**src/rtl/pipelined_addsub.sv**
```systemverilog
// pipelined_addsub
//   Parametrised, pipelined two's-complement adder/subtractor. Operands are cut
//   into SLICE-bit segments; stage k sums segment k and registers the carry into
//   stage k+1. Operands travel alongside so later stages can read their segment
//   (skew), and finished segments travel forward so the whole result leaves the
//   last stage together (de-skew). Latency is STAGES cycles, throughput one op
//   per cycle, with a global stall when the output is held.
//
// Ports
//   clk, rst_n          clock, asynchronous active-low reset
//   in_valid/in_ready   operand handshake (in_ready is combinational)
//   add1, add2          operands A and B
//   data_in             carry-in (add) / borrow-in (sub)
//   sub                 0: A+B+cin, 1: A-B-borrow
//   out_valid/out_ready result handshake
//   res                 sum / difference
//   data_out            carry out of MSB (sub: 1 = no borrow)
//   ovf                 signed overflow
//   zero                res == 0
module pipelined_addsub #(
  parameter int WIDTH = 32,
  parameter int SLICE = 16
) (
  input  logic             clk,
  input  logic             rst_n,
  input  logic             in_valid,
  output logic             in_ready,
  input  logic [WIDTH-1:0] add1,
  input  logic [WIDTH-1:0] add2,
  input  logic             data_in,
  input  logic             sub,
  output logic             out_valid,
  input  logic             out_ready,
  output logic [WIDTH-1:0] res,
  output logic             data_out,
  output logic             ovf,
  output logic             zero
);

  // Guard the divisor so a bad SLICE reaches the $error below instead of a
  // divide-by-zero during elaboration.
  localparam int SliceSafe = (SLICE >= 1) ? SLICE : 1;
  localparam int STAGES    = (WIDTH / SliceSafe >= 1) ? WIDTH / SliceSafe : 1;

  if (SLICE < 1 || (WIDTH % SliceSafe) != 0) begin : g_bad_params
    $error("pipelined_addsub: WIDTH must be a multiple of SLICE and SLICE >= 1");
  end

  // Stage registers; index k holds the state after stage k has run.
  logic [STAGES-1:0] v_q;
  logic [STAGES-1:0] c_q;
  logic [WIDTH-1:0]  a_q [STAGES];
  logic [WIDTH-1:0]  b_q [STAGES];   // B already conditionally inverted
  logic [WIDTH-1:0]  s_q [STAGES];   // completed low segments of the result
  logic              ovf_q;
  logic              zero_q;

  // Per-stage inputs and next-state values.
  logic [WIDTH-1:0] a_in  [STAGES];
  logic [WIDTH-1:0] b_in  [STAGES];
  logic [WIDTH-1:0] s_in  [STAGES];
  logic [WIDTH-1:0] s_nx  [STAGES];
  logic             v_in  [STAGES];
  logic             c_in  [STAGES];
  logic             c_nx  [STAGES];

  logic advance;
  logic ovf_nx;
  logic zero_nx;

  assign advance  = ~v_q[STAGES-1] | out_ready;
  assign in_ready = advance;

  for (genvar k = 0; k < STAGES; k++) begin : g_stage
    logic [SLICE-1:0] seg_sum;
    logic [WIDTH-1:0] s_merge;

    if (k == 0) begin : g_head
      assign a_in[k] = add1;
      assign b_in[k] = add2 ^ {WIDTH{sub}};
      assign c_in[k] = data_in ^ sub;
      assign s_in[k] = '0;
      assign v_in[k] = in_valid;
    end else begin : g_body
      assign a_in[k] = a_q[k-1];
      assign b_in[k] = b_q[k-1];
      assign c_in[k] = c_q[k-1];
      assign s_in[k] = s_q[k-1];
      assign v_in[k] = v_q[k-1];
    end

    assign {c_nx[k], seg_sum} = {1'b0, a_in[k][k*SLICE +: SLICE]}
                              + {1'b0, b_in[k][k*SLICE +: SLICE]}
                              + {{SLICE{1'b0}}, c_in[k]};

    always_comb begin
      s_merge                      = s_in[k];
      s_merge[k*SLICE +: SLICE]    = seg_sum;
    end

    assign s_nx[k] = s_merge;
  end

  // The last stage sees the full result, so the flags are formed there.
  assign ovf_nx  = (a_in[STAGES-1][WIDTH-1] == b_in[STAGES-1][WIDTH-1]) &&
                   (s_nx[STAGES-1][WIDTH-1] != a_in[STAGES-1][WIDTH-1]);
  assign zero_nx = ~|s_nx[STAGES-1];

  always_ff @(posedge clk or negedge rst_n) begin
    if (!rst_n) begin
      v_q    <= '0;
      c_q    <= '0;
      ovf_q  <= 1'b0;
      zero_q <= 1'b0;
      for (int k = 0; k < STAGES; k++) begin
        a_q[k] <= '0;
        b_q[k] <= '0;
        s_q[k] <= '0;
      end
    end else if (advance) begin
      for (int k = 0; k < STAGES; k++) begin
        v_q[k] <= v_in[k];
        c_q[k] <= c_nx[k];
        a_q[k] <= a_in[k];
        b_q[k] <= b_in[k];
        s_q[k] <= s_nx[k];
      end
      ovf_q  <= ovf_nx;
      zero_q <= zero_nx;
    end
  end

  assign out_valid = v_q[STAGES-1];
  assign res       = s_q[STAGES-1];
  assign data_out  = c_q[STAGES-1];
  assign ovf       = ovf_q;
  assign zero      = zero_q;

endmodule

```
**config.mk**
```make
export PLATFORM = sky130hd
export DESIGN_NAME = pipelined_addsub
export DESIGN_NICKNAME = d
export VERILOG_FILES = /design/src/rtl/pipelined_addsub.sv
export SDC_FILE = /design/constraint.sdc
export NUM_CORES = 1
export LEC_CHECK = 0
export BUFFER_PORTS_ARGS = -buffer_cell sky130_fd_sc_hd__buf_2
export CAP_MARGIN = 20
export CORE_MARGIN = 3
export CORE_UTILIZATION = 50
export CTS_BUF_LIST = sky130_fd_sc_hd__clkbuf_16
export DETAILED_ROUTE_END_ITERATION = 8
export MAX_ROUTING_LAYER = met4
export PLACE_DENSITY = 0.77
export SYNTH_ARGS = -nofsm -noshare
export SYNTH_HDL_FRONTEND = slang
export SYNTH_SLANG_ARGS = --single-unit
```
**constraint.sdc**
```tcl
create_clock -name clk -period 2.5 [get_ports clk]
set_clock_uncertainty 0.1 [all_clocks]
set_input_delay 0.25 -clock clk [delete_from_list [all_inputs] [get_ports clk]]
set_output_delay 0.25 -clock clk [all_outputs]
set_load 0.05 [all_outputs]
```
==> reports/metrics.csv <==
metric;value;unit
crit path kind;flip-flop to flip-flop;
vias per inst;5.56;
Mapped Cells;573;
Reg2Reg Setup Slack;-0.38;ns
initial core utilization;51.6;%
actual slew at the worst max-slew pin;0.992;ns
min Tclk post-route;2.88;ns
Cell variety after synth;51;
failing checks;negative setup slack;
Clock transition at path regs;0.06;ns
Fin. Hold Viols;0;
# IOs;107;
Fillers;763;
DRT iter0 DRCs;270;
ant diodes;0;
global-route wire length before repair;22000;µm
Final Wtd Congestion;0.959;
Final nets;842;
total power;6.80;mW
syn_area_per_cell;8.80;µm²
HPWL Detailed;9410;µm
Finished Cell Area;6810;µm²
Vert. Die Dim;106;µm
Final ANT Viol Nets;0;
#FFs+latches synth;86;
hold path startpoint;add1[29];
Final Slew Violations;0;
grt ovf;0;
Min-Delay Path Depth;3;
Post-synth ARST share;100;%
full die area;11300;µm²
Clock Path Buffers;2;
share of cells above drive strength 1;32.7;%
Max IR drop VDD;0.537;mV
CP cell instances;fa_2 -> fa_2 -> a21oi_4 -> buf_4 -> o21bai_1 -> xnor2_1 -> o2111ai_1 -> nor4b_2 -> nand4_1 -> o31ai_1;
Vias;4870;
Detailed Route WL;14000;µm
critical path arrival;3.02;ns
Worst path slowest cell;fa_2;
RSZ-0062 raised after global routing;true;
CP max stage delay;0.42;ns
Sequential Area;2150;µm²
max_slew headroom;33.9;%
Pre-antenna DRT Iters;5;
critical path startpoint category;flip-flop;
Die Wd;106;µm
status;finished, violations left;
H-tree depth;3;
Hold Path End;a_in[29]$_DFFE_PN0P_;
final setup violation count;8;
static leakage;3.32;nW
final cycle utilization of the critical path;115;%
# Max-Cap Violations;0;
CTS tree;done;
most used cell, CP;fa_2;
Core Area;9770;µm²
sequential-to-total area share from yosys stat;42.7;%
port bufs;106;
multi-input logic area;3060;µm²
post-route setup slack;-0.381;ns
Warnings, synthesis;0;
Hold Path Class;primary input to flip-flop;
fin util;69.7;%
area delta synth->final;35.1;%
Post-Place Cell Area;6140;µm²
number of CTS-inserted buffers;9;
EDFF count, synth;0;
FF-to-FF End;zero$_DFFE_PN0P_;
Worst Setup End Kind;flip-flop;
initial antenna violation count;0;
P per Cell Area;997;nW/µm²
CTS sink count;86;
top_reg_cell synth;dfrtp_1;
Synth Net Count;677;
Root Buffer;clkbuf_16;
largest net degree at the start of global routing;105;
Post-route DRC;0;
clk_lat worst skew;0.34;ns
R2R cell count;10;
vias in the first global route;4703;
critical path required time;2.64;ns
drt wl/cell;15.9;µm
num rows;36;
post-synthesis cell area;5040;µm²
CP max FO;2;
fmax;347;MHz
worst r2r src;c_q[0]$_DFFE_PN0P_;
GRT Total Usage;24.7;%
==> worst max-delay path, delay by kind of cell (launching register included) <==
kind,cells,cell delay (ns)
AOI/OAI and AO/OA,4,0.64
DFF,1,0.40
buffers and inverters,1,0.14
and+or+nand+nor,2,0.48
xor gates and xnor gates,1,0.22
adders and majority gates,2,0.80
==> Yosys cell counts, drive strengths merged, types with 5 or more instances <==
cell type  instances  share of area (%)
inv                8               0.60
ha                30                7.4
xor2              25                4.3
a211oi             6               0.89
dfrtp             86                 43
nor4               7               0.87
o21a               7                1.0
xnor2             25                4.3
a21o               7                1.0
o31ai              8                1.2
clkbuf            19                1.4
o21ai             38                3.8
or3                6               0.74
o211ai             5               0.74
nor2              34                2.5
nand2            160                 12
nand3              9               0.89
nor3               8               0.79
nor2b              6               0.79
a21oi             24                2.5
==> worst max-delay path by stage <==
stage / to / slack, ns / depth (start not counted) / from
global placement: zero$_DFFE_PN0P_ / -0.38 / 9 / c_q[0]$_DFFE_PN0P_
finish: zero$_DFFE_PN0P_ / -0.38 / 10 / c_q[0]$_DFFE_PN0P_
detailed placement: g_stage[1].s_merge[15]$_DFFE_PN0P_ / -0.45 / 11 / sub
global route: zero$_DFFE_PN0P_ / -0.50 / 10 / c_q[0]$_DFFE_PN0P_
floorplan: g_stage[1].s_merge[14]$_DFFE_PN0P_ / -0.25 / 12 / sub
CTS: zero$_DFFE_PN0P_ / -0.25 / 10 / c_q[0]$_DFFE_PN0P_
==> cell type report <==
class                   instances  share of cell area [%]
clock buffers                   9                    3.31
clock inverters                 7                   0.973
inverters                       8                   0.441
multi-input cells             456                    44.9
flip-flops and latches         86                    31.6
well taps                     133                    2.44
repair buffers                177                    16.3
==> what timing repair did <==
action | in CTS | in global routing
hold endpoints to repair | 37 | 0
gates resized for setup | 34 | 22
hold buffers | 1 | 0
setup endpoints to repair | 12 | 13
cloned | 0 | 0
pin swaps | 27 | 19
buffers inserted | 13 | 5
==> cell usage in the layout, fill, tap and decap left out, drive strengths merged, types with 4 or more instances in the layout <==
master	netlist	layout
xnor2	25	25
nor2b	6	6
or3	6	6
nor2	34	34
o31ai	8	8
nor3	8	8
o21bai	4	4
nand2	160	160
inv	8	9
o211ai	5	5
o21a	7	7
a21oi	24	24
a211oi	6	6
nand3	9	9
fa	4	4
a21o	7	7
dfrtp	86	86
buf	4	176
xor2	25	25
ha	30	30
nor4	7	7
clkinv	0	5
o21ai	38	38
clkbuf	19	9
==> kinds of logic (layout without fill, tap and decap cells) <==
logic type	after synthesis	in the layout	share of synthesized area, %
mux	3	3	0.645
simple gates	248	248	21.0
fa+ha+maj	34	34	9.03
flops	86	86	42.7
compound gates	121	121	15.6
buf+inv	31	201	2.31
xor+xnor	50	50	8.68
==> report_power, final <==
| group | internal (mW) | leakage, nW | switching (mW) |
|---|---|---|---|
| registers | 1.79 | 1.02 | 0.269 |
| clock network | 0.769 | 0.150 | 0.555 |
| logic | 1.25 | 2.15 | 2.16 |
==> state kept, by name, summed over array words and instances (netlist names) <==
signal           flops
res                 32
a_in                16
b_in                16
g_stage.s_merge     16
c_q                  2
v_q                  2
ovf                  1
zero                 1
==> metrics by stage <==
step / hold WS, ns / setup TNS (ns) / cells / setup WS (ns)
4_1_cts: 0.00716 / -0.520 / 874 / -0.251
6_report: 0.0116 / -1.65 / 876 / -0.381
5_1_grt: 0.0117 / -2.47 / 876 / -0.501
3_5_place_dp: 0.149 / -3.36 / 845 / -0.446
2_1_floorplan: -0.146 / -1.15 / 573 / -0.250
3_3_place_gp: 0.143 / -2.36 / 845 / -0.379
==> routing by layer <==
metal | track usage, % | vias up | wire length, µm
li1 | - | 2305 | -
met1 | 31.2 | 2331 | 5810
met2 | 40.0 | 190 | 6950
met3 | 3.70 | 44 | 735
met4 | 10.3 | 0 | 454
met5 | - | - | 0
(Power assumes the default switching activity.)
